`src/rtl/alu_share_arbiter_if.sv`:
```
`default_nettype none
// ============================================================================
// Module   : alu_share_arbiter_if
// Purpose  : Request, response and ALU signal bundle for alu_share_arbiter.
//            The rsp_zf/rsp_sf signals exist only when ALU_SHARE_CC_EN is defined.
// Revision : 1.0
// ============================================================================
interface alu_share_arbiter_if #(
  parameter int WIDTH = 64
);
  logic             req0_valid, req0_ready;
  logic [WIDTH-1:0] req0_a, req0_b;
  logic [1:0]       req0_fn;
  logic             req1_valid, req1_ready;
  logic [WIDTH-1:0] req1_a, req1_b;
  logic [1:0]       req1_fn;
  logic             rsp0_valid, rsp0_ready;
  logic             rsp1_valid, rsp1_ready;
  logic [WIDTH-1:0] rsp_result;
  logic             rsp_of;
  logic [WIDTH-1:0] alu_a, alu_b;
  logic             alu_s0, alu_s1;
  logic [WIDTH-1:0] alu_add, alu_and, alu_xor;
  logic             alu_of;
`ifdef ALU_SHARE_CC_EN
  logic             rsp_zf, rsp_sf;
`endif

  // Arbiter side
  modport slave (
    input  req0_valid, req0_a, req0_b, req0_fn,
    input  req1_valid, req1_a, req1_b, req1_fn,
    input  rsp0_ready, rsp1_ready,
    input  alu_add, alu_and, alu_xor, alu_of,
    output req0_ready, req1_ready, rsp0_valid, rsp1_valid,
    output rsp_result, rsp_of, alu_a, alu_b, alu_s0, alu_s1
`ifdef ALU_SHARE_CC_EN
    , output rsp_zf, rsp_sf
`endif
  );

  // Requesters plus the external ALU
  modport master (
    output req0_valid, req0_a, req0_b, req0_fn,
    output req1_valid, req1_a, req1_b, req1_fn,
    output rsp0_ready, rsp1_ready,
    output alu_add, alu_and, alu_xor, alu_of,
    input  req0_ready, req1_ready, rsp0_valid, rsp1_valid,
    input  rsp_result, rsp_of, alu_a, alu_b, alu_s0, alu_s1
`ifdef ALU_SHARE_CC_EN
    , input rsp_zf, rsp_sf
`endif
  );
endinterface
`default_nettype wire

```
`src/rtl/alu_share_arbiter.sv`:
```
`default_nettype none
// ============================================================================
// Module   : alu_share_arbiter
// Purpose  : Round-robin sharing of one external 64-bit ALU between two
//            requesters. Define ALU_SHARE_CC_EN for rsp_zf/rsp_sf outputs.
// Revision : 1.0
// ============================================================================
module alu_share_arbiter #(
  parameter int WIDTH   = 64,
  parameter bit RR_INIT = 1'b1
) (
  input  wire logic          clk,
  input  wire logic          rst_n,
  alu_share_arbiter_if.slave bus
);
  typedef enum logic [1:0] {
    S_IDLE = 2'd0,
    S_EXEC = 2'd1,
    S_RESP = 2'd2
  } state_t;

  state_t           r_state, w_next;
  logic             r_last, r_gnt;
  logic [WIDTH-1:0] r_a, r_b, r_result;
  logic [1:0]       r_fn;
  logic             r_of;
  logic             w_win0, w_win1, w_rdy0, w_rdy1, w_exec;
  logic [WIDTH-1:0] w_result;
`ifdef ALU_SHARE_CC_EN
  logic             r_zf, r_sf;
`endif

  // On a tie the requester that did not win last time is served.
  assign w_win0   = bus.req0_valid & (~bus.req1_valid | r_last);
  assign w_win1   = bus.req1_valid & (~bus.req0_valid | ~r_last);
  assign w_exec   = (r_state == S_EXEC);
  assign w_result = bus.alu_add | bus.alu_and | bus.alu_xor;

  always_comb begin
    w_next = r_state;
    w_rdy0 = 1'b0;
    w_rdy1 = 1'b0;
    case (r_state)
      S_IDLE: begin
        w_rdy0 = w_win0 & rst_n;
        w_rdy1 = w_win1 & rst_n;
        if (w_rdy0 | w_rdy1) w_next = S_EXEC;
      end
      S_EXEC: w_next = S_RESP;
      S_RESP: begin
        if (r_gnt ? bus.rsp1_ready : bus.rsp0_ready) w_next = S_IDLE;
      end
      default: w_next = S_IDLE;
    endcase
  end

  always_ff @(posedge clk or negedge rst_n) begin
    if (!rst_n) begin
      r_state  <= S_IDLE;
      r_last   <= RR_INIT;
      r_gnt    <= 1'b0;
      r_a      <= '0;
      r_b      <= '0;
      r_fn     <= 2'b00;
      r_result <= '0;
      r_of     <= 1'b0;
`ifdef ALU_SHARE_CC_EN
      r_zf     <= 1'b0;
      r_sf     <= 1'b0;
`endif
    end else begin
      r_state <= w_next;
      if (w_rdy0 | w_rdy1) begin
        r_a    <= w_rdy1 ? bus.req1_a  : bus.req0_a;
        r_b    <= w_rdy1 ? bus.req1_b  : bus.req0_b;
        r_fn   <= w_rdy1 ? bus.req1_fn : bus.req0_fn;
        r_gnt  <= w_rdy1;
        r_last <= w_rdy1;
      end
      if (w_exec) begin
        r_result <= w_result;
        r_of     <= bus.alu_of & ~r_fn[1];
`ifdef ALU_SHARE_CC_EN
        r_zf     <= (w_result == '0);
        r_sf     <= w_result[WIDTH-1];
`endif
      end
    end
  end

  assign bus.req0_ready = w_rdy0;
  assign bus.req1_ready = w_rdy1;
  assign bus.rsp0_valid = (r_state == S_RESP) & ~r_gnt;
  assign bus.rsp1_valid = (r_state == S_RESP) & r_gnt;
  assign bus.rsp_result = r_result;
  assign bus.rsp_of     = r_of;
  // Operands are held at zero outside EXEC to keep the ALU quiet.
  assign bus.alu_a      = w_exec ? r_a : '0;
  assign bus.alu_b      = w_exec ? r_b : '0;
  assign bus.alu_s0     = w_exec & r_fn[0];
  assign bus.alu_s1     = w_exec & r_fn[1];
`ifdef ALU_SHARE_CC_EN
  assign bus.rsp_zf     = r_zf;
  assign bus.rsp_sf     = r_sf;
`endif
endmodule
`default_nettype wire
```
`src/flat_wrapper.sv`:
```
// flat-port wrapper written by rule: the top's interface ports become plain ports
module alu_share_arbiter_flat 
#(
  parameter int WIDTH   = 64,
  parameter bit RR_INIT = 1'b1
)
  (clk, rst_n, bus_req0_valid, bus_req0_a, bus_req0_b, bus_req0_fn, bus_req1_valid, bus_req1_a, bus_req1_b, bus_req1_fn, bus_rsp0_ready, bus_rsp1_ready, bus_alu_add, bus_alu_and, bus_alu_xor, bus_alu_of, bus_req0_ready, bus_req1_ready, bus_rsp0_valid, bus_rsp1_valid, bus_rsp_result, bus_rsp_of, bus_alu_a, bus_alu_b, bus_alu_s0, bus_alu_s1);
  alu_share_arbiter_if #(.WIDTH(WIDTH)) bus_i ();
  input  wire logic clk;
  input  wire logic rst_n;
  input wire logic [$bits(bus_i.req0_valid)-1:0] bus_req0_valid;
  input wire logic [$bits(bus_i.req0_a)-1:0] bus_req0_a;
  input wire logic [$bits(bus_i.req0_b)-1:0] bus_req0_b;
  input wire logic [$bits(bus_i.req0_fn)-1:0] bus_req0_fn;
  input wire logic [$bits(bus_i.req1_valid)-1:0] bus_req1_valid;
  input wire logic [$bits(bus_i.req1_a)-1:0] bus_req1_a;
  input wire logic [$bits(bus_i.req1_b)-1:0] bus_req1_b;
  input wire logic [$bits(bus_i.req1_fn)-1:0] bus_req1_fn;
  input wire logic [$bits(bus_i.rsp0_ready)-1:0] bus_rsp0_ready;
  input wire logic [$bits(bus_i.rsp1_ready)-1:0] bus_rsp1_ready;
  input wire logic [$bits(bus_i.alu_add)-1:0] bus_alu_add;
  input wire logic [$bits(bus_i.alu_and)-1:0] bus_alu_and;
  input wire logic [$bits(bus_i.alu_xor)-1:0] bus_alu_xor;
  input wire logic [$bits(bus_i.alu_of)-1:0] bus_alu_of;
  output wire logic [$bits(bus_i.req0_ready)-1:0] bus_req0_ready;
  output wire logic [$bits(bus_i.req1_ready)-1:0] bus_req1_ready;
  output wire logic [$bits(bus_i.rsp0_valid)-1:0] bus_rsp0_valid;
  output wire logic [$bits(bus_i.rsp1_valid)-1:0] bus_rsp1_valid;
  output wire logic [$bits(bus_i.rsp_result)-1:0] bus_rsp_result;
  output wire logic [$bits(bus_i.rsp_of)-1:0] bus_rsp_of;
  output wire logic [$bits(bus_i.alu_a)-1:0] bus_alu_a;
  output wire logic [$bits(bus_i.alu_b)-1:0] bus_alu_b;
  output wire logic [$bits(bus_i.alu_s0)-1:0] bus_alu_s0;
  output wire logic [$bits(bus_i.alu_s1)-1:0] bus_alu_s1;
  assign bus_i.req0_valid = bus_req0_valid;
  assign bus_i.req0_a = bus_req0_a;
  assign bus_i.req0_b = bus_req0_b;
  assign bus_i.req0_fn = bus_req0_fn;
  assign bus_i.req1_valid = bus_req1_valid;
  assign bus_i.req1_a = bus_req1_a;
  assign bus_i.req1_b = bus_req1_b;
  assign bus_i.req1_fn = bus_req1_fn;
  assign bus_i.rsp0_ready = bus_rsp0_ready;
  assign bus_i.rsp1_ready = bus_rsp1_ready;
  assign bus_i.alu_add = bus_alu_add;
  assign bus_i.alu_and = bus_alu_and;
  assign bus_i.alu_xor = bus_alu_xor;
  assign bus_i.alu_of = bus_alu_of;
  assign bus_req0_ready = bus_i.req0_ready;
  assign bus_req1_ready = bus_i.req1_ready;
  assign bus_rsp0_valid = bus_i.rsp0_valid;
  assign bus_rsp1_valid = bus_i.rsp1_valid;
  assign bus_rsp_result = bus_i.rsp_result;
  assign bus_rsp_of = bus_i.rsp_of;
  assign bus_alu_a = bus_i.alu_a;
  assign bus_alu_b = bus_i.alu_b;
  assign bus_alu_s0 = bus_i.alu_s0;
  assign bus_alu_s1 = bus_i.alu_s1;
  alu_share_arbiter #(.WIDTH(WIDTH), .RR_INIT(RR_INIT)) u_core (.clk(clk), .rst_n(rst_n), .bus(bus_i));
endmodule
```
`config.mk`:
```
export PLATFORM = sky130hd
export DESIGN_NAME = alu_share_arbiter_flat
export DESIGN_NICKNAME = d
export VERILOG_FILES = /design/src/rtl/alu_share_arbiter_if.sv /design/src/rtl/alu_share_arbiter.sv /design/src/flat_wrapper.sv
export SDC_FILE = /design/constraint.sdc
export NUM_CORES = 1
export LEC_CHECK = 0
export CORE_AREA = 2 2 255 257
export CTS_CLUSTER_DIAMETER = 120
export DETAILED_ROUTE_END_ITERATION = 10
export DIE_AREA = 0 0 257 259
export HOLD_SLACK_MARGIN = 0.08
export MAX_ROUTING_LAYER = met4
export SETUP_SLACK_MARGIN = 0.02
export SLEW_MARGIN = 0
export SYNTH_ARGS = -nofsm -noshare
export SYNTH_HDL_FRONTEND = slang
export SYNTH_SLANG_ARGS = --single-unit
```
`constraint.sdc`:
```
create_clock -name clk -period 1.48 [get_ports clk]
set_input_delay 0.148 -clock clk [delete_from_list [all_inputs] [get_ports clk]]
set_output_delay 0.148 -clock clk [all_outputs]
set_load 0.01 [all_outputs]
```
==> reports/results.tsv <==
metric	value	unit
async_flop_share	100.0	%
grt_pass1_wl	78720	um
clkSinkCount	199	
grt_usage	15.91	%
synth_area_per_cell	10.86	um2
max_slew_margin	47.24	%
critPathMostFrequentCell	buf_12	
fin_tns_setup	-121.91	ns
first_global_vias	12540	
antenna_left	0	
cts_tree	yes	
cts.path.max_buffers	2	
path_class	flop to flop	
antenna_found_initial	8	
rsz0062_at_grt	yes	
synth_top_area_share	42.94	%
slowest_delay	0.44	ns
worstSkewPairLatency	0.50	ns
gp_congestion	0.9360	
synth-edff-count	0	
synth_nets	1522	
ir_drop	0.8433	mV
drc	0	
crit_chain	buf_4, or3b_4, buf_12, nor2_4, buf_12, clkbuf_16, a2bb2oi_2	
io-pin-count	658	
synthCells	1063	
die_h	259	um
synthTopCellsByArea	dfrtp_1 (43%), a2bb2oi_2 (12%), a211oi_1 (7.2%)	
pre_cts_ws	-0.4443	ns
power.density	1505	mW/mm2
root_buffer	clkbuf_16	
die_area	0.06656	mm2
finClkSkew	0.01317	ns
design.core.area	0.06388	mm2
synth_seq_cells	199	
period_minus_slack	2.009	ns
max_freq	497.6	MHz
cts_buffers	17	
synth_flop_cell	dfrtp_1	
placementRows	93	
yosysSeqAreaShare	43.16	%
grt_max_degree	106	
gr-total-overflow	0	
nets	2228	
wl_per_cell	21.16	um
die_w	257	um
start_kind	flop	
run_status	finished with violations	
final-max-slew-violation-count	0	
worstPathRequired	1.89	ns
viasPerCell	4.526	
layout_common_cells	clkdlybuf4s50_1 (457), dfrtp_1 (194), buf_6 (104), a2bb2oi_2 (96), a211oi_1 (88)	
arrival	2.42	ns
total_power	32830	uW
vias	11940	
port-buffer-count	657	
final-hold-violation-count	0	
cap_violations	0	
synth.distinct_cells	33	
period_share	135.8	%
setup_viol	266	
tightestPinTransition	0.7914	ns
wl	55830	um
fin_ws	-0.5295	ns
yosysWarnings	0	
start_util	18.06	%
area_delta_synth_final	89.04	%
dp_hpwl	41410	um
fillers	6348	
htree_levels	4	
cpMaxStageDelayCell	dfrtp_1	
drive_gt1_share	36.59	%
final_common_cell	clkdlybuf4s50_1	
drt_iter0_markers	689	
cp_max_fo	18	
end_kind	flop	
clkSlewWorstSetupHoldPaths	0.08	ns
drt_pass1_iterations	5	
synth_top_area_cell	dfrtp_1	
syn-cell-area	0.01154	mm2
p_leak	0.008981	uW
violations	setup timing	
hold_class	input pin to flop	
## worst max-delay path, delay by kind of cell (launching register included)
family | cells | cell delay (ns)
compound gates | 1 | 0.12
simple gates | 2 | 0.56
flops | 1 | 0.44
buf+inv | 4 | 0.75
## area by class of cell
class,count,area (um2),share of cell area (%)
inverters,3,16.27,0.07456
well taps,855,1070,4.904
flip-flops and latches,199,4986,22.86
clock inverters,14,137.6,0.6309
diodes,2,5.005,0.02294
multi-input cells,733,6495,29.77
repair buffers,815,8676,39.77
clock buffers,18,429.2,1.967
## Yosys cell counts, drive strengths merged, types with 2 or more instances
library cell  count
dfrtp           198
and2            131
a2bb2oi         130
o31ai           130
a211oi          129
clkbuf           73
nand2            67
nor3             65
o21ai            65
buf              55
nor2              5
a21o              2
inv               2
nand2b            2
## sequential cells by signal, indices dropped and copies added, names as in the netlist
name	flops
u_core.r_gnt	1
u_core.bus.rsp_result	64
u_core.bus.rsp_of	1
u_core.r_last	1
u_core.r_b	64
u_core.r_fn	2
u_core.r_state	2
u_core.r_a	64
## cells by family after synthesis
family                 Yosys count  share of synthesized area (%)
AND/OR/NAND/NOR                273                          12.70
AO/OA/AOI/OAI                  459                          37.85
flip-flops                     199                          43.16
multiplexers                     1                        0.09758
buffers and inverters          131                          6.191
## repair_timing
item / CTS / global route
gates cloned: 0 / 18
hold endpoints to repair: 198 / 0
setup endpoints to repair: 330 / 346
hold buffers: 1 / 0
resized for setup: 276 / 529
setup buffers: 1 / 17
pin swaps: 2 / 38
## metrics by stage
| stage | instance area, um2 | utilization (%) | std cells | hold WS, ns |
|---|---|---|---|---|
| after detailed placement | 20170 | 31.58 | 2569 | 0.3669 |
| after global routing | 21810 | 34.15 | 2639 | 0.1760 |
| after CTS | 20660 | 32.34 | 2603 | 0.1685 |
| after floorplan | 11870 | - | 1063 | -0.1476 |
| after global placement | 20170 | 31.58 | 2569 | 0.3627 |
| final | 21810 | 34.15 | 2639 | 0.2124 |
## worst paths after layout
check | from | end | slack, ns | cells past startpoint
min in group asynchronous | rst_n | u_core.r_state[1] | 0.44 | 4
worst min register to register | u_core.bus.rsp_of | u_core.bus.rsp_of | 0.46 | 2
worst min-delay path | bus_req0_b[57] | u_core.r_b[57] | 0.21 | 3
worst max register to register | u_core.r_state[1] | u_core.r_a[42] | -0.53 | 7
worst max-delay path | u_core.r_state[1] | u_core.r_a[42] | -0.53 | 7
max in group asynchronous | rst_n | u_core.r_a[36] | 0.34 | 4
## routing by layer
metal  global-route usage, %  part of all wire, %  vias up  wire, um
met1                   20.18                   45     5953     24900
met5                       -                    0        -         0
met4                   4.360                  1.7        0       947
met3                   4.413                  6.1       56      3431
li1                        -                    -     5464         -
met2                   24.79                   48      471     26550
## power breakdown
group | leakage, uW | internal [uW] | switching, uW | total [uW]
Clock | 0.000276 | 2240 | 2550 | 4790
Sequential | 0.00220 | 8060 | 1970 | 10000
Combinational | 0.00651 | 10200 | 7820 | 18000
No activity file was read; power rests on OpenSTA's default activity.
==> variant (same flow settings) <==
Make the reset (`rst_n`) synchronous in one clocked block.
--- a/src/rtl/alu_share_arbiter.sv
+++ b/src/rtl/alu_share_arbiter.sv
@@ -56,3 +56,3 @@
 
-  always_ff @(posedge clk or negedge rst_n) begin
+  always_ff @(posedge clk) begin
     if (!rst_n) begin
Behaviour: differs if rst_n is asserted again (counterexample within 4 cycles, from zero or initial values and one cycle with rst_n low); with rst_n held inactive, the same outputs for 4 cycles.
==> variant against the unedited design <==
The run still ends with negative setup slack left. Clock skew is 1.6 ps higher. Sequential cell count stayed put. Worst hold slack worse by 69 ps. Non-clock buffer count down 34. Setup slack gained 86 ps. Final area decreased by 8.9%. Area after synthesis decreased by 9.8%. Routed wire length grew 6.6%. Final cell count fell by 1.4%. Highest routed layer unchanged.
Power is not compared: it rests on default switching activity, and its combinational part moved more than twofold at a synthesized area within 25%.
==> variant: results (changes against the unedited design) <==
Post-Syn Nets=1547 (+1.6%); post-synthesis sequential area ratio=38.3% (-4.9 points); arrival time at the worst endpoint=1780 ps (-640 ps); crit path time final=1920 ps (-85.7 ps); RD Place Congestion=0.875 (-6.5%); Post-Place Setup Slack=-291 ps (+153 ps); r2r worst-path depth=8 (+1); Slowest-stage cell, CP=dfxtp_2; met1 Resource Use GR=18.7% (-1.4 points); Layout Skew=14.8 ps (+1.64 ps); Worst R2R Start=u_core.r_state[1]$_SDFFE_PN0P_; DP Area=18100 um^2 (-10%); Setup TNS Final=-80890 ps (+41010 ps); Crit Reg-Reg Endpoint=u_core.r_b[62]$_SDFFE_PN0P_; first-pass GRT wire length=77400 um (-1.7%); final net count=2193 (-1.6%); CP delay by family, top=buffers and inverters; top cell type's share of synthesized area=38.3% (-4.7 points); top post-synthesis cells by count=nand4b_1, dfxtp_1, and2_1; Tot GR Track Use=15.9% (-0.036 points); top cells by area, synth=dfxtp_1, nand4b_1, o2111a_1; Iteration-0 DRC Markers=806 (+17%); critical path capture point=bus_alu_b[22]; met3 Use GR=2.72% (-1.7 points); Rel. slew slack=56.3% (+9.0 points); dpl cells=2516 (-2.1%); pin count of the biggest net entering global routing=109 (+2.8%); routing usage on met2=27.3% (+2.5 points); initial antenna violation count=1 (-7); hpwl dp=40600 um (-2.0%); post-route setup slack=-444 ps (+85.7 ps); IO Port Bufs=657 (unchanged); WL final=59500 um (+6.6%); Synth async-reset ratio=0% (-100 points); CP max FO=9 (-9); final setup fails=281 (+5.6%); vias in the first global route=11700 (-6.7%); CP peak stage delay=330 ps (-110 ps); failing checks=negative setup slack; Netlist cell types=28 (-15%); layout cell share with drive strength beyond 1=21.0% (-16 points); crit path from=u_core.r_state[0]$_SDFFE_PN0P_; r2r setup slk=-310 ps (+220 ps); outcome=finished with violations; drt wl/cell=22.9 um (+8.0%); FILL cells=6518 (+2.7%)
-- variant: changes by cell type in the layout (fill, tap and decap cells not counted), moves of 66 or more --
cell	before	now
a2bb2oi_2	96	0
o2111a_1	0	130
o31ai_2	86	0
nand2_1	67	1
a211oi_1	88	0
dfxtp_1	0	197
dfrtp_1	194	0
nand4b_1	0	260
-- variant: metal layers --
layer,vias to the layer above,wire (um)
met3,54,3440
met4,0,1360
met2,571,29900
met5,-,0
met1,6053,24800
li1,5588,-
-- variant: metrics by stage --
stage / hold WS, ps / power, mW / util (%)
floorplan: 312 / 8.59 / -
CTS: 137 / 16.8 / 29.2
global placement: 447 / 11.6 / 28.4
global route: 154 / 18.4 / 31.1
detailed placement: 446 / 11.7 / 28.4
finish: 144 / 17.6 / 31.1
-- variant: timing repair --
item,4_1_cts,5_1_grt
pin swaps,0,31
resized for setup,154,536
gates cloned,0,27
hold endpoints to repair,9,0
buffers inserted,0,27
hold buffers,1,0
setup endpoints to repair,335,343
-- variant: how the worst min path moves through the flow --
stage / startpoint / end / slack, ps / cells after the start
finish: rst_n / u_core.r_gnt$_SDFFE_PN0P_ / 140 / 3
global route: rst_n / u_core.r_gnt$_SDFFE_PN0P_ / 150 / 3
CTS: rst_n / u_core.r_gnt$_SDFFE_PN0P_ / 140 / 3
detailed placement: u_core.bus.rsp_of$_SDFFE_PN0N_ / u_core.bus.rsp_of$_SDFFE_PN0N_ / 450 / 2
global placement: u_core.bus.rsp_of$_SDFFE_PN0N_ / u_core.bus.rsp_of$_SDFFE_PN0N_ / 450 / 2
floorplan: bus_alu_of / u_core.bus.rsp_of$_SDFFE_PN0N_ / 310 / 2
-- variant: cells by family after synthesis --
kind of cell	synth area share, %
muxes	0.0962
AOI/OAI and AO/OA	20.6
and+or+nand+nor	33.6
buffers and inverters	7.40
DFF	38.3
-- variant: layout make-up --
| type | instances | share of cell area (%) |
|---|---|---|
| Timing Repair Buffer | 781 | 41.9 |
| Multi-Input combinational cell | 734 | 29.6 |
| Sequential cell | 199 | 20.1 |
| Tap cell | 855 | 5.38 |
| Clock buffer | 17 | 2.14 |
| Clock inverter | 15 | 0.900 |
| Inverter | 1 | 0.0189 |
| Antenna cell | 1 | 0.0126 |
-- variant: power groups by stage --
stage / Clock [mW] / Combinational (mW) / Sequential (mW)
after floorplan: 0 / 2.15 / 6.44
after global placement: 0 / 5.08 / 6.49
after detailed placement: 0 / 5.16 / 6.50
after CTS: 5.23 / 5.15 / 6.38
after global routing: 5.43 / 6.47 / 6.47
final: 5.05 / 6.11 / 6.41
-- variant: worst reg2reg max path: stages (launching register included) --
cell and delay [ps]:
dfxtp_2 340, buf_4 130, buf_6 110, nor2_4 140, buf_8 160, o21a_4 260
buf_12 200, clkbuf_16 200, o2111a_1 180
